## config.mk

```make
export PLATFORM = sky130hd
export DESIGN_NAME = myminimac_rx_slotctl
export DESIGN_NICKNAME = d
export VERILOG_FILES = /design/src/rtl/myminimac_rx_slotctl.sv
export SDC_FILE = /design/constraint.sdc
export NUM_CORES = 1
export LEC_CHECK = 0
export CAP_MARGIN = 20
export CORE_MARGIN = 2
export CORE_UTILIZATION = 62
export DETAILED_ROUTE_END_ITERATION = 10
export GPL_TIMING_DRIVEN = 0
export PLACE_DENSITY = 0.87
export SYNTH_ARGS = -nofsm -noshare
export SYNTH_HDL_FRONTEND = slang
export SYNTH_SLANG_ARGS = --single-unit
```

## constraint.sdc

```tcl
create_clock -name sys_clk -period 11.45 [get_ports sys_clk]
set_input_delay 2.29 -clock sys_clk [delete_from_list [all_inputs] [get_ports sys_clk]]
set_output_delay 2.29 -clock sys_clk [all_outputs]
set_load 0.02 [all_outputs]
```

## src/rtl/myminimac_rx_slotctl.sv

```systemverilog
// Receive slot controller for the minimal MAC: four CPU-armed buffer slots, one
// of which at a time is handed to the RX datapath and completed into PENDING.
module myminimac_rx_slotctl (
  input  logic        sys_clk,
  input  logic        sys_rst_n,
  input  logic [4:0]  csr_a,
  input  logic        csr_we,
  input  logic [31:0] csr_di,
  output logic [31:0] csr_do,
  output logic        rx_valid,
  output logic [29:0] rx_adr,
  input  logic        rx_resetcount,
  input  logic        rx_incrcount,
  input  logic        rx_endframe,
  output logic        irq_rx
);

  localparam logic [1:0] ST_EMPTY   = 2'd0;
  localparam logic [1:0] ST_LOADED  = 2'd1;
  localparam logic [1:0] ST_PENDING = 2'd2;
  localparam logic [10:0] COUNT_MAX = 11'd2047;

  typedef enum logic {IDLE, ACTIVE} fsm_t;

  fsm_t        fsm_q;
  logic [1:0]  activeIdx_q;
  logic        busy_q;
  logic        rxValid_q;
  logic [29:0] rxAdr_q;
  logic        irq_q;
  logic        irq_d;
  logic [31:0] csrDo_q;
  logic [31:0] csrDo_d;

  logic [1:0]  state_q [4];
  logic [1:0]  state_d [4];
  logic [29:0] adr_q   [4];
  logic [29:0] adr_d   [4];
  logic [10:0] count_q [4];
  logic [10:0] count_d [4];

  logic [1:0]  csrSlot;
  logic        wrState;
  logic        wrAdr;
  logic        activeOk;
  logic        dpEvent;
  logic        cpuDisarm;
  logic        selFound;
  logic [1:0]  selIdx;
  logic        unusedDi;

  assign unusedDi = ^csr_di[31:30];

  // An active slot whose registered state is no longer LOADED (e.g. the CPU
  // emptied it in the very cycle it was selected) is treated as dropped.
  always_comb begin
    csrSlot   = csr_a[3:2];
    wrState   = csr_we && !csr_a[4] && (csr_a[1:0] == 2'd0);
    wrAdr     = csr_we && !csr_a[4] && (csr_a[1:0] == 2'd1);
    activeOk  = (fsm_q == ACTIVE) && (state_q[activeIdx_q] == ST_LOADED);
    dpEvent   = activeOk && (rx_resetcount || rx_incrcount || rx_endframe);
    cpuDisarm = activeOk && !busy_q && !dpEvent && wrState &&
                (csrSlot == activeIdx_q) && (csr_di[1:0] == ST_EMPTY);
    selFound  = 1'b0;
    selIdx    = 2'd0;
    for (int i = 3; i >= 0; i--) begin
      if (state_q[i] == ST_LOADED) begin
        selFound = 1'b1;
        selIdx   = 2'(i);
      end
    end
  end

  // Datapath events on the active slot take priority over CPU writes to it.
  always_comb begin
    irq_d = 1'b0;
    for (int i = 0; i < 4; i++) begin
      state_d[i] = state_q[i];
      adr_d[i]   = adr_q[i];
      count_d[i] = count_q[i];
      if (dpEvent && (activeIdx_q == 2'(i))) begin
        if (rx_resetcount) begin
          count_d[i] = '0;
        end else begin
          if (rx_incrcount && (count_q[i] != COUNT_MAX))
            count_d[i] = count_q[i] + 11'd1;
          if (rx_endframe)
            state_d[i] = ST_PENDING;
        end
      end else begin
        if (wrState && (csrSlot == 2'(i)) && !csr_di[1] &&
            !(activeOk && (activeIdx_q == 2'(i)) && busy_q)) begin
          state_d[i] = csr_di[1:0];
          count_d[i] = '0;
        end
        if (wrAdr && (csrSlot == 2'(i)) &&
            ((state_q[i] == ST_EMPTY) || (state_q[i] == 2'd3)))
          adr_d[i] = csr_di[29:0];
      end
      if (state_d[i] == ST_PENDING)
        irq_d = 1'b1;
    end
  end

  always_comb begin
    csrDo_d = '0;
    if (csr_a[4]) begin
      if (csr_a[3:0] == 4'd0)
        csrDo_d = {27'd0, busy_q, rxValid_q, 1'b0,
                   rxValid_q ? activeIdx_q : 2'd0};
    end else begin
      case (csr_a[1:0])
        2'd0:    csrDo_d = {30'd0, state_q[csrSlot]};
        2'd1:    csrDo_d = {2'd0, adr_q[csrSlot]};
        2'd2:    csrDo_d = {21'd0, count_q[csrSlot]};
        default: csrDo_d = '0;
      endcase
    end
  end

  always_ff @(posedge sys_clk) begin
    if (!sys_rst_n) begin
      for (int i = 0; i < 4; i++) begin
        state_q[i] <= ST_EMPTY;
        adr_q[i]   <= '0;
        count_q[i] <= '0;
      end
      fsm_q       <= IDLE;
      activeIdx_q <= '0;
      busy_q      <= 1'b0;
      rxValid_q   <= 1'b0;
      rxAdr_q     <= '0;
      irq_q       <= 1'b0;
      csrDo_q     <= '0;
    end else begin
      for (int i = 0; i < 4; i++) begin
        state_q[i] <= state_d[i];
        adr_q[i]   <= adr_d[i];
        count_q[i] <= count_d[i];
      end
      irq_q   <= irq_d;
      csrDo_q <= csrDo_d;
      case (fsm_q)
        IDLE: begin
          busy_q <= 1'b0;
          if (selFound) begin
            fsm_q       <= ACTIVE;
            activeIdx_q <= selIdx;
            rxValid_q   <= 1'b1;
            rxAdr_q     <= adr_q[selIdx];
          end
        end
        ACTIVE: begin
          if (!activeOk || cpuDisarm ||
              (dpEvent && !rx_resetcount && rx_endframe)) begin
            fsm_q     <= IDLE;
            rxValid_q <= 1'b0;
            busy_q    <= 1'b0;
          end else if (rx_resetcount) begin
            busy_q <= 1'b0;
          end else if (rx_incrcount) begin
            busy_q <= 1'b1;
          end
        end
        default: fsm_q <= IDLE;
      endcase
    end
  end

  assign csr_do   = csrDo_q;
  assign rx_valid = rxValid_q;
  assign rx_adr   = rxAdr_q;
  assign irq_rx   = irq_q;

endmodule

```

Word level (Yosys, flattened, before mapping)
Memories as Yosys holds them, arrays and structs flattened. A register that Yosys moved wholly into a read port is not among the register bits. Index checks and enable logic that the tools add are counted.

Register bits after elaboration: 38. Memory bits (writable): 172. Output and inout port bits: 64. Word-level logic and storage cells: 227. Memories kept: 3.

Memories: adr_q (words 4, bits a word 30, read ports 2, clocked after Yosys merged registers in 1, wr ports 4, RTL line 37) `logic [29:0] adr_q [4];`; count_q (words 4, bits a word 11, read ports 5, clocked after Yosys merged registers in 0, wr ports 4, RTL line 39) `logic [10:0] count_q [4];`; state_q (words 4, bits a word 2, read ports 6, clocked after Yosys merged registers in 1, wr ports 4, RTL line 35) `logic [1:0] state_q [4];`.

$add $sub $neg: 4. Eq/ne operators: 37. Muxes and demuxes: 82. Bitwise logic cells: 13. Reduce and logical (&&, ||, !) cells: 82.

Operators with widths (count): 30-bit 2-to-1 mux (12); 11-bit 2-to-1 mux (20); 30-bit one-hot mux with 3 select lines (1); 2-bit 2-to-1 mux (27); 1-bit logical AND (48); 11-bit by 1-bit adder with 11-bit output, second input constant (4); 11-bit inequality test, second input constant (4); 32-bit 2-to-1 mux (1); 2-bit equality test, second input constant (13); 1-bit 2-to-1 mux (17); 2-bit by 1-bit equality test with 1-bit output, second input constant (8); 2-bit zero test (8); 1-bit OR (12); 3-bit AND reduction (4); 1-bit zero test (11); 2-bit inequality test, second input constant (5); 1-bit logical OR (8); 1-bit one-hot mux with 2 select lines (3); 5-bit 2-to-1 mux (1); 4-bit zero test (1); 1-bit inequality test, second input constant (4); 4-bit by 3-bit inequality test with 1-bit output, second input constant (1); 2-bit AND reduction (2); 2-bit equality test (1); other kinds (2) (2).

Longest topological paths before layout
Word-level depth: 13. Mapped depth: 9.

Worst setup path before layout
No wires, ideal clock.

Path kind: input-to-reg. Start: input port rx_incrcount. End: memory adr_q[0][0], enable pin. Arrival: 5503 ps. Path slack: 5488 ps. Stages on the path: 7. Buffers on the path: 2. Cells stage by stage: buf_2 > or3_1 > nand2_1 > or3_1 > buf_2 > nand3_1 > o21ai_0.

RTL lines: start, declared (RTL line 13) `input logic rx_incrcount,`; end, declared (RTL line 37).

==> results.sh <==
export IMPL_fmax_mhz=205
export IMPL_post_cts_repair_setup_buffers=0
export IMPL_synth_area_leaders="edfxtp_1 (31%), dfxtp_1 (21%), mux4_2 (14%)"
export IMPL_drive_gt1_frac=0.145
export IMPL_slew_headroom=0.369
export IMPL_synth_edff_count=120
export IMPL_track_usage=0.330
export IMPL_crit_required_ps=11850
export IMPL_cts_root_buf="clkbuf_16"
export IMPL_post_drt_via_cell_ratio=6.69
export IMPL_die_w_um=141
export IMPL_synthCells=997
export IMPL_hp_start="rx_adr[14]$_SDFFE_PN0P_"
export IMPL_avgRoutedWirePerCell_um=23.8
export IMPL_synth_area_leader_cell="edfxtp_1"
export IMPL_synthXorXnorAreaFrac=0.00681
export IMPL_p_per_area_nw_per_um2=138
export IMPL_die_h_um=141
export IMPL_worstHoldPathType="register to register"
export IMPL_place_hpwl_um=21700
export IMPL_routed_wl_um=32700
export IMPL_postRouteAntennaNets=0
export IMPL_final_area_sq_um=13900
export IMPL_htree_levels=1
export IMPL_drc=0
export IMPL_grt_overflow=0
export IMPL_yosys_area_share_simple=0.199
export IMPL_rows=49
export IMPL_tns_ps=0
export IMPL_yosysTopAreaCellShare=0.311
export IMPL_r2r_slack_ps=8570
export IMPL_setup_violations=0
export IMPL_dieArea_sq_um=19800
export IMPL_skew_ps=16.5
export IMPL_dr_first_iter_drc_count=1064
export IMPL_cp_start_kind="input pin"
export IMPL_synth_commonest_cells="and2_1 (128), dfxtp_1 (120), edfxtp_1 (120)"
export IMPL_finalMaxSlewViolations=0
export IMPL_synth_top_family_by_area="simple AND/OR/NAND/NOR gates"
export IMPL_num_vias=9212
export IMPL_grt_max_degree=21
export IMPL_fin_ws_ps=6570
export IMPL_grt_pass1_vias=9216
export IMPL_dp_cells=1330
export IMPL_setup_worst_path_class="input pin to register"
export IMPL_port_buffer_count=99
export IMPL_n_antenna_cell=0
export IMPL_arrival_ps=5280
export IMPL_rsz0062_at_grt="false"
export IMPL_antenna_found_initial=0
export IMPL_synth_ff_latch_count=240
export IMPL_clock_sinks=240
export IMPL_io_pins=107
export IMPL_numCtsBuffers=25
export IMPL_whs_path_depth=2
export IMPL_p_leak_nw=4.73
export IMPL_firstDrtPassIters=5
export IMPL_grt_pass1_wl_um=50100
export IMPL_r2r_end="adr_q[0][14]$_SDFFCE_PN0P_"
export IMPL_place_gp_congestion=0.988
export IMPL_synth_warnings=0
export IMPL_worst_pin_slew_ps=946
export IMPL_total_power_mw=1.92
export IMPL_synth_area_sq_um=11600
export IMPL_path_clk_slew_ps=60
export IMPL_min_to="rx_adr[14]$_SDFFE_PN0P_"
export IMPL_holdWs_ps=460
export IMPL_synthAdderAreaFrac=0.00864
export IMPL_ys_seq_area_frac=0.519
export IMPL_synth_top_flop_cell="edfxtp_1"
export IMPL_synth_most_common_cell="and2_1"
export IMPL_cts_buffer_depth=3
export IMPL_layout_area_overhead_vs_synth_pct=20.0
export IMPL_fin_cells=1376
export IMPL_final_util=0.766
export IMPL_nFillCells=1083
export IMPL_synthMuxAreaShare=0.148
export IMPL_place_area_sq_um=13000
export IMPL_cp_max_fo=10
export IMPL_dp_slack_ps=6140
export IMPL_cts_resized=0
export IMPL_rr_worst_depth=7
export IMPL_end_kind="register"
export IMPL_start_util=0.638
export IMPL_run_status="completed"
export IMPL_synth_cell_types=77
export IMPL_fin_crit_ps=4880
export IMPL_ctsHoldBuffers=0
export IMPL_max_cap_violations=0
export IMPL_synth_compound_area_share=0.0897
export IMPL_cts_tree="yes"
export IMPL_core_sq_um=18100
export IMPL_clk_latency_ps=540
export IMPL_fin_crit_sh=0.426
export IMPL_nets=1179
export IMPL_async_flop_share=0
export IMPL_irDropWorstVdd_v=0.000193
export IMPL_syn_area_per_cell_sq_um=11.6
export IMPL_hold_viol=0
worst max path at each step:
| stage | startpoint | endpoint | slack, ps | cells past startpoint |
|---|---|---|---|---|
| 6_report | csr_a[3] | adr_q[3][13]$_SDFFCE_PN0P_ | 6570 | 7 |
| 5_1_grt | csr_a[3] | adr_q[3][10]$_SDFFCE_PN0P_ | 6540 | 7 |
| 4_1_cts | csr_a[3] | adr_q[3][12]$_SDFFCE_PN0P_ | 6650 | 7 |
| 3_5_place_dp | csr_a[3] | adr_q[3][7]$_SDFFCE_PN0P_ | 6140 | 6 |
| 3_3_place_gp | csr_a[3] | adr_q[3][7]$_SDFFCE_PN0P_ | 3100 | 5 |
| 2_1_floorplan | rx_incrcount | adr_q[0][0]$_SDFFCE_PN0P_ | 5490 | 7 |
where the power goes:
group          internal [mW]  switching, mW  total (mW)
registers              0.920         0.0106       0.931
logic                 0.0537         0.0665       0.120
clock network          0.521          0.349       0.870
total                   1.49          0.426        1.92
sequential cells by signal, indices dropped and copies added, names as in the netlist, named ones only:
name,flops
rx_adr,30
csr_do,30
activeIdx_q,2
fsm_q,1
adr_q,120
rx_valid,1
irq_rx,1
count_q,44
state_q,8
busy_q,1
layer usage:
metal  global-route usage  share of wire
met3               0.0611           0.12
met1                0.431           0.36
met5                    0              0
met2                0.552           0.48
met4                0.132          0.041
cell usage in the layout (no fill, tap or decap), types with 5 or more instances in the layout:
master and n:
clkinv_2 8, nand3_1 27, nor3_1 7, and3_1 5
buf_2 14, o31ai_1 10, buf_4 5, xnor2_1 7
nor4_1 5, ha_1 8, or4_1 9, o21ai_0 15
inv_1 13, nor2_1 54, nand4_1 16, edfxtp_1 120
and2_1 128, clkbuf_16 25, mux4_2 72, clkbuf_1 40
nand2_1 97, dfxtp_1 120, a22oi_1 10, or3_1 10
clkdlybuf4s50_1 99, nor2b_1 31, a21oi_1 75, bufinv_16 5
mux2i_1 6, nand3b_1 5
cell type report:
type,instances,area (sq um),area share
Buffer,63,280,0.0202
Clock buffer,27,643,0.0463
Timing Repair Buffer,103,1100,0.0793
Inverter,13,48.8,0.00351
Clock inverter,19,231,0.0167
Sequential cell,240,6010,0.432
Tap cell,229,287,0.0206
Multi-Input combinational cell,682,5300,0.381
critical path: stages:
cell	delay, ps
clkdlybuf4s50_1	640
buf_2	340
clkbuf_1	630
nand4_1	350
nor2_1	330
clkbuf_1	480
and2_1	210
kinds of logic after synthesis:
kind of cell | Yosys count
buffers and inverters | 76
adders and majority gates | 8
DFF | 240
muxes | 80
and+or+nand+nor | 422
xor gates and xnor gates | 9
other | 1
AOI/OAI and AO/OA | 161
No activity file was read; power rests on OpenSTA's default activity.
